`src/rtl/ucu_output_drain_pkg.sv`:
```
// Shared definitions for the UCU column output drain: FSM state encoding,
// the emitted feature type, saturation limits and FIFO depth.
// Optional build feature: DRAIN_ROUND_EN (round-half-up before the requantize
// shift); it is consumed by the requant sub-module, nothing here changes.
package ucu_output_drain_pkg;

  // Default widths of the drain datapath.
  localparam int DRAIN_ADDR_W  = 5;   // output-bank address width (32 rows)
  localparam int DRAIN_IN_W    = 16;  // pre_output width (s_feature_t)
  localparam int DRAIN_OUT_W   = 8;   // emitted signed feature width
  localparam int DRAIN_SHIFT_W = 4;   // requantize shift field width

  // Skid FIFO between the requant stage and the output stream.
  localparam int DRAIN_FIFO_DEPTH = 2;

  // Drain controller states.
  typedef enum logic [1:0] {
    DRAIN_IDLE  = 2'd0,
    DRAIN_RUN   = 2'd1,
    DRAIN_FLUSH = 2'd2
  } drain_state_t;

  // Requantized signed feature as emitted toward writeback.
  typedef logic signed [DRAIN_OUT_W-1:0] q_feature_t;

  // Saturation limits of q_feature_t.
  localparam q_feature_t Q_MAX = q_feature_t'((1 << (DRAIN_OUT_W - 1)) - 1);
  localparam q_feature_t Q_MIN = q_feature_t'(-(1 << (DRAIN_OUT_W - 1)));

endpackage

```
`src/rtl/ucu_output_drain_requant.sv`:
```
// Combinational requantizer: optional ReLU, arithmetic right shift and
// saturation of one signed sample. Shared with the pooling path.
// Optional build feature: DRAIN_ROUND_EN adds round-half-up before the shift;
// without it the shift truncates toward minus infinity.
// All intermediates are IN_W+1 bits wide so the rounding bias can never wrap
// the sample before the clamp.
module ucu_output_drain_requant #(
  parameter int IN_W    = 16,
  parameter int OUT_W   = 8,
  parameter int SHIFT_W = 4
) (
  input  logic signed [IN_W-1:0]  data_i,
  input  logic        [SHIFT_W-1:0] shift_i,
  input  logic                    relu_en_i,
  output logic signed [OUT_W-1:0] data_o
);

  localparam logic signed [IN_W:0] SAT_HI = (IN_W + 1)'((1 << (OUT_W - 1)) - 1);
  localparam logic signed [IN_W:0] SAT_LO = ~SAT_HI;

  logic signed [IN_W:0] x_ext;
  logic signed [IN_W:0] bias;
  logic signed [IN_W:0] y;

  // Sign-extend the sample and clamp negatives to zero when ReLU is enabled.
  always_comb begin
    x_ext = {data_i[IN_W-1], data_i};
    if (relu_en_i && data_i[IN_W-1]) begin
      x_ext = '0;
    end
  end

`ifdef DRAIN_ROUND_EN
  // Half an LSB of the shifted result, so the shift rounds half up.
  always_comb begin
    bias = '0;
    if (shift_i != '0) begin
      bias = (IN_W + 1)'(1) << (shift_i - SHIFT_W'(1));
    end
  end
`else
  // Truncating build: no rounding bias.
  assign bias = '0;
`endif

  // Shift arithmetically, then clamp into the output range.
  always_comb begin
    y = (x_ext + bias) >>> shift_i;
    if (y > SAT_HI) begin
      data_o = SAT_HI[OUT_W-1:0];
    end else if (y < SAT_LO) begin
      data_o = SAT_LO[OUT_W-1:0];
    end else begin
      data_o = y[OUT_W-1:0];
    end
  end

endmodule

```
`src/rtl/ucu_output_drain.sv`:
```
// UCU column output drain. Walks the finished output bank row by row through
// the shared out_row address, captures pre_output, requantizes it and streams
// the results out. busy holds off the bank flip while a drain is in flight.
// Optional build feature: DRAIN_ROUND_EN (see ucu_output_drain_requant).
//
// Pipeline: issue (out_row registered) -> stage 1 (p1 capture) -> requant ->
// 2-entry FIFO -> output stream. Each stage advances only when the stage after
// it can take the data, so nothing is dropped under backpressure.
//
// Output handshake: a beat transfers on a rising clock edge where out_valid and
// out_ready are both high. Once out_valid is raised, out_data and out_last hold
// until that transfer; out_valid never drops without a transfer.
module ucu_output_drain
  import ucu_output_drain_pkg::*;
#(
  parameter int ADDR_W  = DRAIN_ADDR_W,
  parameter int IN_W    = DRAIN_IN_W,
  parameter int OUT_W   = DRAIN_OUT_W,
  parameter int SHIFT_W = DRAIN_SHIFT_W
) (
  input  logic                    clock,
  input  logic                    resetN,
  input  logic                    start,
  input  logic [ADDR_W:0]         num_rows,
  input  logic [SHIFT_W-1:0]      out_shift,
  input  logic                    relu_en,
  output logic [ADDR_W-1:0]       out_row,
  input  logic signed [IN_W-1:0]  pre_output,
  output logic signed [OUT_W-1:0] out_data,
  output logic                    out_valid,
  input  logic                    out_ready,
  output logic                    out_last,
  output logic                    busy,
  output logic                    done,
  output drain_state_t            dbg_state_o
);

  localparam logic [1:0] FIFO_FULL = 2'(DRAIN_FIFO_DEPTH);

  // Controller and latched configuration.
  drain_state_t         state_q;
  logic [ADDR_W-1:0]    rd_q;
  logic [ADDR_W-1:0]    last_idx_q;
  logic [SHIFT_W-1:0]   shift_q;
  logic                 relu_q;
  logic                 done_q;

  // Issue stage: out_row currently addresses a wanted row.
  logic [ADDR_W-1:0]    row_q;
  logic                 a0_v_q;
  logic                 a0_last_q;

  // Stage 1: captured bank sample.
  logic signed [IN_W-1:0] p1_q;
  logic                 v1_q;
  logic                 last1_q;

  // Output FIFO.
  logic signed [OUT_W-1:0] fifo_data_q [DRAIN_FIFO_DEPTH];
  logic                 fifo_last_q [DRAIN_FIFO_DEPTH];
  logic                 wr_ptr_q;
  logic                 rd_ptr_q;
  logic [1:0]           fifo_cnt_q;

  // Combinational control.
  logic signed [OUT_W-1:0] req_data;
  logic pop;
  logic push_ok;
  logic push;
  logic s1_load;
  logic a0_free;
  logic room;
  logic issue;
  logic issue_last;
  logic drained;

  ucu_output_drain_requant #(
    .IN_W    (IN_W),
    .OUT_W   (OUT_W),
    .SHIFT_W (SHIFT_W)
  ) u_requant (
    .data_i    (p1_q),
    .shift_i   (shift_q),
    .relu_en_i (relu_q),
    .data_o    (req_data)
  );

  // Handshake, pipeline-advance and issue decisions for this cycle.
  always_comb begin
    pop        = (fifo_cnt_q != 2'd0) && out_ready;
    push_ok    = (fifo_cnt_q != FIFO_FULL) || pop;
    push       = v1_q && push_ok;
    s1_load    = !v1_q || push_ok;
    a0_free    = !a0_v_q || s1_load;
    // Throttle: FIFO occupancy plus the stage-1 sample, net of this cycle's pop.
    room       = ({1'b0, fifo_cnt_q} + {2'b00, v1_q}) <= (3'd1 + {2'b00, pop});
    issue      = (state_q == DRAIN_RUN) && room && a0_free;
    issue_last = (rd_q == last_idx_q);
    // Everything issued has left, or the final beat transfers this cycle.
    drained    = !a0_v_q && !v1_q &&
                 ((fifo_cnt_q == 2'd0) || ((fifo_cnt_q == 2'd1) && pop));
  end

  // Drain FSM: accept start, count issued rows, finish when the stream is empty.
  always_ff @(posedge clock or negedge resetN) begin
    if (!resetN) begin
      state_q    <= DRAIN_IDLE;
      rd_q       <= '0;
      last_idx_q <= '0;
      shift_q    <= '0;
      relu_q     <= 1'b0;
      done_q     <= 1'b0;
    end else begin
      done_q <= 1'b0;
      case (state_q)
        DRAIN_IDLE: begin
          if (start) begin
            state_q    <= DRAIN_RUN;
            rd_q       <= '0;
            // num_rows=0 wraps to the top index, i.e. a full 32-row drain.
            last_idx_q <= ADDR_W'(num_rows - 1'b1);
            shift_q    <= out_shift;
            relu_q     <= relu_en;
          end
        end
        DRAIN_RUN: begin
          if (issue) begin
            rd_q <= rd_q + 1'b1;
            if (issue_last) begin
              state_q <= DRAIN_FLUSH;
            end
          end
        end
        DRAIN_FLUSH: begin
          if (drained) begin
            state_q <= DRAIN_IDLE;
            done_q  <= 1'b1;
          end
        end
        default: state_q <= DRAIN_IDLE;
      endcase
    end
  end

  // Read address issue and stage-1 capture of the addressed bank word.
  always_ff @(posedge clock or negedge resetN) begin
    if (!resetN) begin
      row_q     <= '0;
      a0_v_q    <= 1'b0;
      a0_last_q <= 1'b0;
      p1_q      <= '0;
      v1_q      <= 1'b0;
      last1_q   <= 1'b0;
    end else begin
      if (issue) begin
        row_q     <= rd_q;
        a0_v_q    <= 1'b1;
        a0_last_q <= issue_last;
      end else if (s1_load) begin
        a0_v_q <= 1'b0;
      end
      if (s1_load) begin
        v1_q <= a0_v_q;
        if (a0_v_q) begin
          p1_q    <= pre_output;
          last1_q <= a0_last_q;
        end
      end
    end
  end

  // Two-entry FIFO holding requantized beats; push and pop may coincide.
  always_ff @(posedge clock or negedge resetN) begin
    if (!resetN) begin
      for (int i = 0; i < DRAIN_FIFO_DEPTH; i++) begin
        fifo_data_q[i] <= '0;
        fifo_last_q[i] <= 1'b0;
      end
      wr_ptr_q   <= 1'b0;
      rd_ptr_q   <= 1'b0;
      fifo_cnt_q <= 2'd0;
    end else begin
      if (push) begin
        fifo_data_q[wr_ptr_q] <= req_data;
        fifo_last_q[wr_ptr_q] <= last1_q;
        wr_ptr_q              <= ~wr_ptr_q;
      end
      if (pop) begin
        rd_ptr_q <= ~rd_ptr_q;
      end
      case ({push, pop})
        2'b10:   fifo_cnt_q <= fifo_cnt_q + 2'd1;
        2'b01:   fifo_cnt_q <= fifo_cnt_q - 2'd1;
        default: fifo_cnt_q <= fifo_cnt_q;
      endcase
    end
  end

  assign out_row     = row_q;
  assign out_valid   = (fifo_cnt_q != 2'd0);
  assign out_data    = fifo_data_q[rd_ptr_q];
  assign out_last    = fifo_last_q[rd_ptr_q];
  assign busy        = (state_q != DRAIN_IDLE);
  assign done        = done_q;
  assign dbg_state_o = state_q;

endmodule
```
`config.mk`:
```
export PLATFORM = sky130hd
export DESIGN_NAME = ucu_output_drain
export DESIGN_NICKNAME = d
export VERILOG_FILES = /design/src/rtl/ucu_output_drain_pkg.sv /design/src/rtl/ucu_output_drain_requant.sv /design/src/rtl/ucu_output_drain.sv
export SDC_FILE = /design/constraint.sdc
export NUM_CORES = 1
export LEC_CHECK = 0
export ABC_AREA = 1
export CAP_MARGIN = 20
export CORE_ASPECT_RATIO = 0.5
export CORE_UTILIZATION = 44
export CTS_CLUSTER_SIZE = 20
export DETAILED_ROUTE_END_ITERATION = 12
export PLACE_DENSITY = 0.66
export SLEW_MARGIN = 20
export SYNTH_ARGS = -nofsm -noshare
export SYNTH_HDL_FRONTEND = slang
export SYNTH_SLANG_ARGS = --single-unit
```
`constraint.sdc`:
```
create_clock -name clock -period 2.8 [get_ports clock]
set_input_delay 0.56 -clock clock [delete_from_list [all_inputs] [get_ports clock]]
set_output_delay 0.56 -clock clock [all_outputs]
set_load 0.02 [all_outputs]
```
* Word level (Yosys, flattened, before mapping) *
Index checks and enable logic that the tools add are counted.

word-level totals
  register bits after elaboration = 65
  word-level logic and storage cells = 101
  input bits = 31
  output and inout bits = 19

cells by class
  shift-type cells = 1
  $lt $le $gt $ge = 6
  equality and inequality tests = 11
  add/subtract/negate cells = 6
  multiplexer cells = 28
  bitwise operators = 4
  reduce and logical (&&, ||, !) cells = 26

operator list
  kind                   count
  $mux W8                6
  $gt A17 B8 Y1 const B  1
  $lt A17 B8 Y1 const B  1
  $mux W17               1
  $sshr A17 B4 Y17       1
  $bwmux W16             1
  $mux W5                2
  $ne A2 B2 Y1 const B   5
  $pmux W5 S2            1
  $reduce_bool A2 Y1     5
  $logic_and A1 B1 Y1    9
  $demux W8 S1           1
  $mux W1                8
  $mux W2                4
  $eq A2 B1 Y1 const B   3
  $pmux W2 S3            1
  $add A5 B1 Y5 const B  1
  $eq A5 B5 Y1           1
  $sub A5 B1 Y5 const B  1
  $eq A2 B2 Y1 const B   2
  $ge A2 B2 Y1 const B   2
  $logic_not A2 Y1       2
  $logic_or A1 B1 Y1     4
  $not A1 Y2             2
  other kinds (14)       17

* Logic depth before layout (Yosys ltp) *
  word-level depth = 8
  gate-level depth with buffers = 17
  mapped depth without buffers = 17

* Modules after synthesis *
A second synthesis with hierarchy kept.

second synthesis, totals
  cells, all modules = 542
  area, all modules = 3992.6 µm²

modules (own cells, without submodules)
  module                    times used  cells each  sequential area each (µm²)  area each (µm²)
  ucu_output_drain          1           354         1626.6                      3050.4
  ucu_output_drain_requant  1           188         0.0                         942.2

* Least setup slack after synthesis *
Ideal clock, no wire load.

  path type = register -> register
  start = reg fifo_cnt_q[1]
  end = reg rd_q[4]
  stages on the path, launching flop included = 18
  setup slack = 0.245 ns
  path buffers = 0
  setup time = 0.120 ns
  arrival time = 2.435 ns
  required time = 2.680 ns
  period minus slack after synthesis = 2.555 ns
  cell sequence = dfrtp_1 inv_1 ha_1 nor2_2 inv_2 fa_1 nand2_1 nor2_1 o21ai_0 nand3_4 inv_2 nor2_1 inv_2 nand2_1 nor2_2 nand3_1 nand2_1 a21oi_1

between the ends
  longest elaborated chain between the ends = 8
  elaborated cells on any way between the ends = 13
  those cells by class = add/sub (2); order compare (1); eq/ne (2); reduce/logical (8)

ends and longest elaborated chain
  item                                                       line                                            source
  start: declaration                                         ucu_output_drain.sv:63                          logic [1:0] fifo_cnt_q;
  start signal: assignment                                   ucu_output_drain.sv:192                         2'b10: fifo_cnt_q <= fifo_cnt_q + 2'd1;
  start signal: assignment                                   ucu_output_drain.sv:193                         2'b01: fifo_cnt_q <= fifo_cnt_q - 2'd1;
  start signal: assignment                                   ucu_output_drain.sv:194                         default: fifo_cnt_q <= fifo_cnt_q;
  $reduce_bool A2 Y1                                         ucu_output_drain.sv:90                          pop = (fifo_cnt_q != 2'd0) && out_ready;
  $logic_and A1 B1 Y1                                        ucu_output_drain.sv:90
  $add A1 B1 Y2 or $logic_or A1 B1 Y1 (tied branches)        ucu_output_drain.sv:96, ucu_output_drain.sv:91
  $le A3 B2 Y1 or $logic_or A1 B1 Y1 (tied branches)         ucu_output_drain.sv:96, ucu_output_drain.sv:93
  $logic_and A1 B1 Y1 or $logic_or A1 B1 Y1 (tied branches)  ucu_output_drain.sv:97, ucu_output_drain.sv:94
  $logic_and A1 B1 Y1 (*)                                    ucu_output_drain.sv:97                          issue = (state_q == DRAIN_RUN) && room && a0_free;
  $ne A2 B2 Y1 (no source line) (*)                          n/a
  $reduce_and A3 Y1 (no source line) (*)                     n/a
  end signal: assignment                                     ucu_output_drain.sv:128                         rd_q <= rd_q + 1'b1;
  end: declaration                                           ucu_output_drain.sv:42                          logic [ADDR_W-1:0] rd_q;

Every way passes the cells marked *; elsewhere a longest branch is shown, timed or not.
A chain may end at the register's enable or synchronous reset.

* Worst setup path in the final report *
  start = reg rd_ptr_q
  end = out out_data[4]

between the ends
  longest elaborated chain between the ends = 4

ends and longest elaborated chain
  item                                         line                     source
  start: declaration                           ucu_output_drain.sv:62   logic rd_ptr_q;
  start signal: assignment                     ucu_output_drain.sv:189  rd_ptr_q <= ~rd_ptr_q;
  $not A1 Y2 (implied by the code)             ucu_output_drain.sv:201  assign out_data = fifo_data_q[rd_ptr_q];
  $mux W8 (implied by the code) (3 in series)  ucu_output_drain.sv:201
  end: declaration                             ucu_output_drain.sv:29   output logic signed [OUT_W-1:0] out_data,

Every way passes these cells. The select of a mux whose other input is x is not followed.

==> metrics <==
synthesized instance count=470; GR Util All Layers=20.19%; setup violators final=0; Post-DP HPWL=5.850 mm; H-tree depth=3; CP endpoint kind=primary output; Cell variety after synth=32; status=complete, no violations; first drt pass iteration count=5; period utilization=between 80% and 90%; Hold-fix buffers, CTS=0; Lkg Pwr=around 2.3 nW; worst slew pin tran=around 0.62 ns; TritonCTS clock tree=done; Top-Level Pins=50; syn_area_per_cell=between 7 and 8 µm²; power share of the combinational group=~55%; via count=3,189; Hold Crit Class=input pin to async pin; CP Data Required Time=2.24 ns; clock-pin slew on the worst setup and hold paths=roughly 0.05 ns; Sw Share=44.42%; Hold Slack=about 0.25 ns; crit path launch type=register; Die Span Y=about 67 µm; vias in the first global route=2,924; CTS buffer count=9; minimum clock period=about 2.5 ns; antenna viol nets, final=0; Slew Viols, Final=0; placement row count=23; Mapped Area=roughly 3700 µm²; Pint=3.637 mW; most frequent cells in the layout=143 x nand2_1, 70 x nand3_1, 65 x dfrtp_1, 47 x clkdlybuf4s50_1, 38 x o21ai_0; postcts setup bufs=0; P&R area growth vs syn=24.04%; Seq/Total Area, Yosys=a little over two fifths; Net Switching=between 2 and 3 mW; clk sinks=65; post_cts resized=0; vias per cell=between 4 and 5; WL per Instance=~12 µm; Starting Density=46.11%; worst skew pair latency=0.33 ns; final hold vios=0; port bufs=48; Max IR drop VDD=approximately 550 µV; Antenna Cells=0; commonest non-fill, non-tap cell in the layout=nand2_1; Post-synth ARST share=100.0%; share of cells above drive strength 1=13.28%; CTS root buf=clkbuf_16; DRC marker count from the first detailed-route iteration=200; Overall Power=between 6 and 7 mW; sequential power share=27.5%; clock power share=17.6%; Die X=approximately 130 µm; largest net degree at the start of global routing=41; RSZ-0062 raised after global routing=false; Slew headroom=roughly 60%; Main synth FF type=dfrtp_1; Final Wtd Congestion=0.8414; CTS Buffer Depth=2; register bit total from synthesis=65; Die Area=about 8900 µm²; aggregate global routing overflow=0; number of synthesized flops with an enable pin=0; # nets final=564; Net Count, Synth=510; Crit Path Category=register to primary output; Clock Skews=0.008683 ns; drc violations=0; max-cap violations=0; Max Clk Rate=399.5 MHz; pwr/cell area=1410 nW/µm²; Critical Path AT=1.94 ns; Routed WL=7.957 mm; global-route wire length before repair=13.86 mm; CORE AREA=approximately 8000 µm²; crit path max fanout=13; Yosys warning count=0; initial antenna violation count=0
flip-flops by register name, summed over array words and instances (netlist names), 4 cells and up:
name / count
shift_q: 4
last_idx_q: 5
fifo_data_q: 16
rd_q: 5
p1_q: 16
out_row: 5
cell type report:
type | instances | area, µm²
timing repair buffer | 62 | 593.1
tap | 112 | 140.1
multi-input combinational | 345 | 1824
sequential | 65 | 1627
clock buffer | 10 | 229.0
inverter | 41 | 158.9
clock inverter | 4 | 70.07
fill | 767 | 3473
synthesized netlist by cell type (5+ instances only):
cell type | n | area [µm²]
dfrtp_1 | 65 | 1627
xnor2_1 | 5 | 43.79
xor2_1 | 5 | 43.79
a21oi_1 | 9 | 45.04
inv_1 | 35 | 131.4
clkbuf_1 | 7 | 26.28
nand3_1 | 70 | 350.3
mux2_2 | 12 | 135.1
o21ai_0 | 38 | 190.2
buf_2 | 5 | 25.02
nor2_1 | 16 | 60.06
ha_1 | 8 | 100.1
nand3_2 | 9 | 90.09
nand2_2 | 9 | 56.30
nand2_1 | 143 | 536.8
buf_6 | 5 | 56.30
cells by family after synthesis:
logic type | count (synthesis) | share of synthesized area [%]
flip-flops | 65 | 43.46
AO/OA/AOI/OAI | 56 | 8.057
adder cells (fa/ha/maj) | 9 | 3.210
AND/OR/NAND/NOR | 258 | 31.53
multiplexers | 12 | 3.611
XOR/XNOR | 10 | 2.340
buffers and inverters | 60 | 7.790
final timing paths:
check	depth (start not counted)	from	slack (ns)	endpoint
setup / recovery	4	rd_ptr_q	0.30	out_data[4]
hold / removal	1	resetN	0.25	fifo_data_q[14]
setup reg to reg	16	fifo_cnt_q[1]	0.30	rd_q[2]
hold reg to reg	2	fifo_last_q[0]	0.48	fifo_last_q[0]
max in group asynchronous	2	resetN	1.94	dbg_state_o[1]
min in group clock	2	fifo_last_q[0]	0.48	fifo_last_q[0]
power groups by stage:
stage | registers [mW] | logic, mW | clock network (mW)
after global routing | 1.87 | 4.12 | 1.22
final | 1.80 | 3.59 | 1.15
after CTS | 1.80 | 3.62 | 1.18
after global placement | 1.80 | 3.54 | 0
after floorplan | 1.69 | 2.69 | 0
after detailed placement | 1.81 | 3.60 | 0
metrics by stage:
stage,utilization (%),std cells,area [µm²],setup slack [ns],TNS [ns]
global placement,53.52,625,4343,0.004878,0
global route,57.20,639,4642,0.1174,0
CTS,57.20,639,4642,0.2914,0
finish,57.20,639,4642,0.2968,0
detailed placement,53.52,625,4343,-0.04859,-0.1239
floorplan,-,470,3742,0.2450,0
worst max-delay path, stage by stage (launching register included):
cell	delay, ns
dfrtp_1	0.65
inv_1	0.27
nand2_1	0.11
nand2_1	0.06
clkdlybuf4s50_1	0.53
metal layers:
metal / track usage, % / up-vias / part of all wire [%]
met4: 7.615 / 0 / 1.6
met1: 27.95 / 1462 / 52
li1: - / 1645 / -
met3: 5.781 / 12 / 4.9
met2: 30.20 / 70 / 42
met5: 0 / - / 0
Note: power is estimated with default switching activity, not from simulation.
